$ cat config.mk
export PLATFORM = sky130hd
export DESIGN_NAME = if_fetch_unit
export DESIGN_NICKNAME = d
export VERILOG_FILES = /design/src/rtl/if_fetch_unit_pkg.sv /design/src/rtl/if_fetch_unit_fetch_out_slot.sv /design/src/rtl/if_fetch_unit.sv
export SDC_FILE = /design/constraint.sdc
export NUM_CORES = 1
export LEC_CHECK = 0
export BUFFER_PORTS_ARGS = -buffer_cell sky130_fd_sc_hd__buf_2
export CAP_MARGIN = 5
export CORE_AREA = 2 2 112 114
export CTS_CLUSTER_DIAMETER = 30
export CTS_CLUSTER_SIZE = 40
export DETAILED_ROUTE_END_ITERATION = 16
export DIE_AREA = 0 0 114 116
export PLACE_DENSITY = 0.84
export SYNTH_ARGS = -nofsm -noshare
export SYNTH_HDL_FRONTEND = slang
export SYNTH_SLANG_ARGS = --single-unit
$ cat constraint.sdc
create_clock -name clk -period 10.25 [get_ports clk]
set_clock_uncertainty 0.15 [all_clocks]
set_input_delay 0.5125 -clock clk [delete_from_list [all_inputs] [get_ports clk]]
set_output_delay 0.5125 -clock clk [all_outputs]
set_load 0.005 [all_outputs]
$ cat src/rtl/if_fetch_unit_pkg.sv
// Shared types and constants for the instruction-fetch stage.
package if_fetch_unit_pkg;
    localparam int XLEN = 32;

    typedef logic [XLEN-1:0] data_t;
    typedef logic [31:0]     instr_t;
    typedef logic [4:0]      r_t;

    localparam instr_t NOP_INSTR = 32'h0000_0013;

    typedef enum logic {
        REQ  = 1'b0,
        WAIT = 1'b1
    } fetch_state_t;
endpackage

$ cat src/rtl/if_fetch_unit_fetch_out_slot.sv
// One-entry output buffer between instruction memory and IF/ID.
// Priority at the edge: clear, then load, then drain.
module fetch_out_slot
    import if_fetch_unit_pkg::*;
#(
    parameter int     W         = XLEN,
    parameter instr_t NOP_INSTR = if_fetch_unit_pkg::NOP_INSTR
) (
    input  logic         clk,
    input  logic         rst,
    input  logic         clear_i,
    input  logic         load_i,
    input  logic [W-1:0] load_pc_i,
    input  instr_t       load_instr_i,
    input  logic         drain_i,
    output logic         valid_o,
    output logic [W-1:0] pc_o,
    output logic [W-1:0] pc_p4_o,
    output instr_t       instr_o,
    output r_t           rd_o
);
    logic         valid_q, valid_d;
    logic [W-1:0] pc_q, pc_d;
    instr_t       instr_q, instr_d;

    always_comb begin
        valid_d = valid_q;
        pc_d    = pc_q;
        instr_d = instr_q;
        if (clear_i) begin
            valid_d = 1'b0;
        end else if (load_i) begin
            valid_d = 1'b1;
            pc_d    = load_pc_i;
            instr_d = load_instr_i;
        end else if (drain_i) begin
            valid_d = 1'b0;
        end
    end

    always_ff @(posedge clk or posedge rst) begin
        if (rst) begin
            valid_q <= 1'b0;
            pc_q    <= '0;
            instr_q <= NOP_INSTR;
        end else begin
            valid_q <= valid_d;
            pc_q    <= pc_d;
            instr_q <= instr_d;
        end
    end

    assign valid_o = valid_q;
    assign pc_o    = pc_q;
    assign pc_p4_o = pc_q + W'(4);
    assign instr_o = valid_q ? instr_q : NOP_INSTR;
    assign rd_o    = instr_o[11:7];
endmodule

$ cat src/rtl/if_fetch_unit.sv
// Instruction-fetch stage: owns the fetch PC, keeps one imem request in
// flight, and squashes it on a redirect via the kill flag.
module if_fetch_unit
    import if_fetch_unit_pkg::*;
#(
    parameter int          XLEN      = if_fetch_unit_pkg::XLEN,
    parameter logic [XLEN-1:0] RESET_PC = '0,
    parameter instr_t      NOP_INSTR = if_fetch_unit_pkg::NOP_INSTR
) (
    input  logic            clk,
    input  logic            rst,
    input  logic            stall,
    input  logic            redirect_valid,
    input  logic [XLEN-1:0] redirect_pc,
    output logic            imem_req,
    output logic [XLEN-1:0] imem_addr,
    input  logic            imem_ack,
    input  logic            imem_rvalid,
    input  instr_t          imem_rdata,
    output logic [XLEN-1:0] pc_out,
    output logic [XLEN-1:0] pc_p4_out,
    output instr_t          instr_out,
    output r_t              rd_out,
    output logic            valid_out,
    output logic            flush_out
);
    fetch_state_t    state_q, state_d;
    logic [XLEN-1:0] fetch_pc_q, fetch_pc_d;
    logic [XLEN-1:0] req_pc_q, req_pc_d;
    logic            kill_q, kill_d;
    logic            req_fire, resp_fire, slot_load, slot_drain;

    assign req_fire   = imem_req && imem_ack;
    assign resp_fire  = (state_q == WAIT) && imem_rvalid;
    assign slot_load  = resp_fire && !kill_q && !redirect_valid;
    assign slot_drain = valid_out && !stall;
    assign flush_out  = redirect_valid;

    always_ff @(posedge clk or posedge rst) begin
        if (rst) begin
            state_q    <= REQ;
            fetch_pc_q <= RESET_PC;
            req_pc_q   <= RESET_PC;
            kill_q     <= 1'b0;
        end else begin
            state_q    <= state_d;
            fetch_pc_q <= fetch_pc_d;
            req_pc_q   <= req_pc_d;
            kill_q     <= kill_d;
        end
    end

    always_comb begin
        state_d    = state_q;
        fetch_pc_d = fetch_pc_q;
        req_pc_d   = req_pc_q;
        kill_d     = kill_q;
        if (req_fire) begin
            req_pc_d = fetch_pc_q;
            state_d  = WAIT;
        end
        if (resp_fire) begin
            state_d = REQ;
            kill_d  = 1'b0;
            if (!kill_q) fetch_pc_d = req_pc_q + XLEN'(4);
        end
        if (redirect_valid) begin
            fetch_pc_d = {redirect_pc[XLEN-1:2], 2'b00};
            // An outstanding response that has not arrived yet must be dropped later.
            if (req_fire || ((state_q == WAIT) && !imem_rvalid)) begin
                kill_d  = 1'b1;
                state_d = WAIT;
            end
        end
    end

    always_comb begin
        imem_req  = (state_q == REQ) && (!valid_out || !stall) && !rst;
        imem_addr = fetch_pc_q;
    end

    fetch_out_slot #(
        .W         (XLEN),
        .NOP_INSTR (NOP_INSTR)
    ) u_slot (
        .clk          (clk),
        .rst          (rst),
        .clear_i      (redirect_valid),
        .load_i       (slot_load),
        .load_pc_i    (req_pc_q),
        .load_instr_i (imem_rdata),
        .drain_i      (slot_drain),
        .valid_o      (valid_out),
        .pc_o         (pc_out),
        .pc_p4_o      (pc_p4_out),
        .instr_o      (instr_out),
        .rd_o         (rd_out)
    );
endmodule

==> results.txt <==
dominant cell type by area after synthesis = dfrtp_1
Yosys Warn Count = 0
Final GP Congestion = 0.8034
#FFs+latches synth = 131
utilization after layout = 68.84%
Synth Instances = 702
EDFF count, synth = 0
CTS Sinks = 131
R2R setup slack = 7.71 ns
VDD IR max = 0.1091 mV
CP Cell Sequence = ha_1 -> nand3_1 -> nor4_4 -> nand3_1 -> nor2_1 -> xor2_1 -> buf_2
share of layout cells above drive strength 1 = 32.96%
Worst path slowest cell = nor4_4
Fmax = 333.4 MHz
Cell variety after synth = 41
overall routing resource usage = 25.20%
clk buf depth = 2
crit end category = output port
status = completed
vias post-DR = 5592
Worst Tran Pin Value = 0.8988 ns
die span in x = 114 microns
WL final = 16080 microns
H-tree levels = 4
placed cells = 1014
synthesized area per cell = 9.288 sq um
DR iter-0 viols = 303
cell-internal power = 1.366 mW
PnR worst setup slack = 7.250 ns
ys flop type = dfrtp_1
Arrival @ worst endpoint = 2.34 ns
Core Region = 0.01191 sq mm
CTS tree = yes
largest net degree at the start of global routing = 80
commonest non-fill, non-tap cell in the layout = nand2_1
worst-skew pair later-pin latency = 0.41 ns
first-pass GRT wire length = 26250 microns
switching share of power = 31.27%
minimum clock period = 3.000 ns
sequential fraction of the synthesis area = 50.34%
Reg2Reg Depth = 6
area grow syn2layout = 25.77%
Initial Utilization = 54.74%
GRT overflow = 0
post-CTS sizing = 0
simple-gate area share of the yosys netlist = 26.14%
top cell type's share of synthesized area = 49.13%
fin nets = 958
antenna-violating nets left = 0
clk slew on worst S/H paths = 0.06 ns
Final period util = 29.26%
Crit Path Class = reg2out
largest family of logic cells by synthesized area = simple AND/OR/NAND/NOR gates
Max-Cap Viols = 0
Synth async-reset ratio = 100.0%
xor/xnor cell area share of the yosys netlist = 7.388%
Design Power = 1.987 mW
Logic pwr share = 23.7%
Leak Pwr = 4.266 nW
pre-CTS setup slack = 7.439 ns
Clk pwr share = 32.4%
postcts setup bufs = 0
Setup crit end = pc_p4_out[30]
Die ar. = 0.01322 sq mm
Wirelength per Cell = 15.39 microns
Non-Filler Instances = 1045
I/O Pins = 206
IO Port Bufs = 203
Syn Nets = 774
Site Rows = 40
NetSw = 621.3 uW
Worst Path Max Fanout = 7
PwrDens = 242.3 mW/mm^2
Hold-fix buffers, CTS = 0
antenna fix cells = 0
most frequent cells in the layout = 238 x nand2_1, 203 x buf_2, 128 x dfrtp_1, 32 x mux2_2
drt via density = 5.351
post-synthesis adder-cell area fraction = 0.3838%
Seq pwr share = 43.9%
final setup TNS = 0 ns
largest stage delay on the critical path = 0.43 ns
Data required, critical path = 9.59 ns
DRC = 0
Num CTS Buffers = 17
final setup vio count = 0
Worst Setup SP = u_slot.pc_o[3]
Hold Crit Class = in2async
number of global-route vias before repair = 5437
Reg2Reg Launch Point = state_q
Slew HR = 40.08%
Post-DP HPWL = 10840 microns
Max Slew Vio Count = 0
Root Driver = clkbuf_16
reg-to-reg endpoint = u_slot.instr_q[3]
Compound-Gate Fraction of Synth Area = 5.335%
most frequent CP cell = nand3_1
initial antenna violation count = 1
drt pass-1 iters = 6
crit path launch type = flop
die height = 116 microns
Fin. Hold Viols = 0
mux share of post-synthesis cell area = 6.448%
RSZ-0062 raised after global routing = false
cell area after synthesis = 0.006520 sq mm
synth top area cells = dfrtp_1 49%, nand2_1 14%, mux2_2 5.5%
==> routing by layer <==
layer	track usage (%)	routed length, microns	vias to the layer above
met1	33.92	6792	2660
met5	0	0	-
li1	-	-	2675
met2	40.36	7949	226
met3	4.812	952	31
met4	10.81	384	0
==> synthesized netlist by cell type, types with 3 or more instances <==
cell / count
buf_4: 8
mux2_2: 32
o221ai_2: 3
dfstp_2: 3
nor4_4: 3
inv_1: 12
xor2_1: 26
nor3_1: 5
xnor2_1: 29
nand2_1: 238
clkbuf_1: 20
nor2_1: 26
and2_1: 29
nor3b_1: 4
nand3_2: 3
o221ai_1: 10
o21ai_0: 21
buf_2: 13
nand3_1: 24
mux2i_1: 6
dfrtp_1: 128
a21oi_1: 12
nand2b_1: 3
and3_1: 4
nand4_1: 20
==> worst min path at each step <==
| stage | startpoint | end | slack, ns | cells past startpoint |
|---|---|---|---|---|
| after floorplan | u_slot.instr_q[0] | u_slot.instr_q[0] | 0.29 | 2 |
| after global placement | u_slot.instr_q[1] | u_slot.instr_q[1] | 0.29 | 2 |
| after detailed placement | u_slot.instr_q[1] | u_slot.instr_q[1] | 0.30 | 2 |
| after CTS | rst | u_slot.instr_q[30] | 0.11 | 2 |
| after global routing | rst | u_slot.instr_q[26] | 0.12 | 2 |
| final | rst | u_slot.instr_q[26] | 0.07 | 2 |
==> critical path, delay by kind of cell (launching register included) <==
| kind | cells | cell delay, ns |
|---|---|---|
| xor gates and xnor gates | 1 | 0.15 |
| adders and majority gates | 1 | 0.21 |
| buffers and inverters | 1 | 0.12 |
| DFF | 1 | 0.41 |
| and+or+nand+nor | 4 | 1.04 |
==> sequential cells by signal (all words and copies together) (netlist names) <==
signal          cells
u_slot.instr_q     32
u_slot.pc_o        32
imem_addr          32
req_pc_q           32
kill_q              1
state_q             1
u_slot.valid_o      1
==> kinds of logic (layout without fill, tap and decap cells) <==
group / Yosys count / after routing
compound gates: 51 / 51
xor+xnor: 55 / 55
fa+ha+maj: 2 / 2
buf+inv: 56 / 252
flops: 131 / 131
mux: 38 / 38
simple gates: 369 / 369
==> power groups by stage <==
stage	clock network [mW]	logic [mW]	registers, mW
after floorplan	0	0.285	0.837
after global placement	0	0.457	0.867
after detailed placement	0	0.473	0.875
after CTS	0.653	0.476	0.870
after global routing	0.680	0.532	0.903
final	0.645	0.470	0.872
==> through the flow <==
step                      cell area [sq um]  hold slack [ns]
after floorplan                        6520           0.2856
after global placement                 7565           0.2942
after detailed placement               7565           0.2960
after CTS                              8200           0.1071
after global routing                   8200           0.1173
final                                  8200          0.07469
==> final cells by class <==
class	instances	area [sq um]
Clock buffer	22	484.2
Sequential cell	131	3282
Inverter	12	50.05
Timing Repair Buffer	209	1061
Tap cell	147	183.9
Fill cell	960	3711
Multi-Input combinational cell	515	2988
Clock inverter	9	151.4
Note: power is estimated with default switching activity, not from simulation.
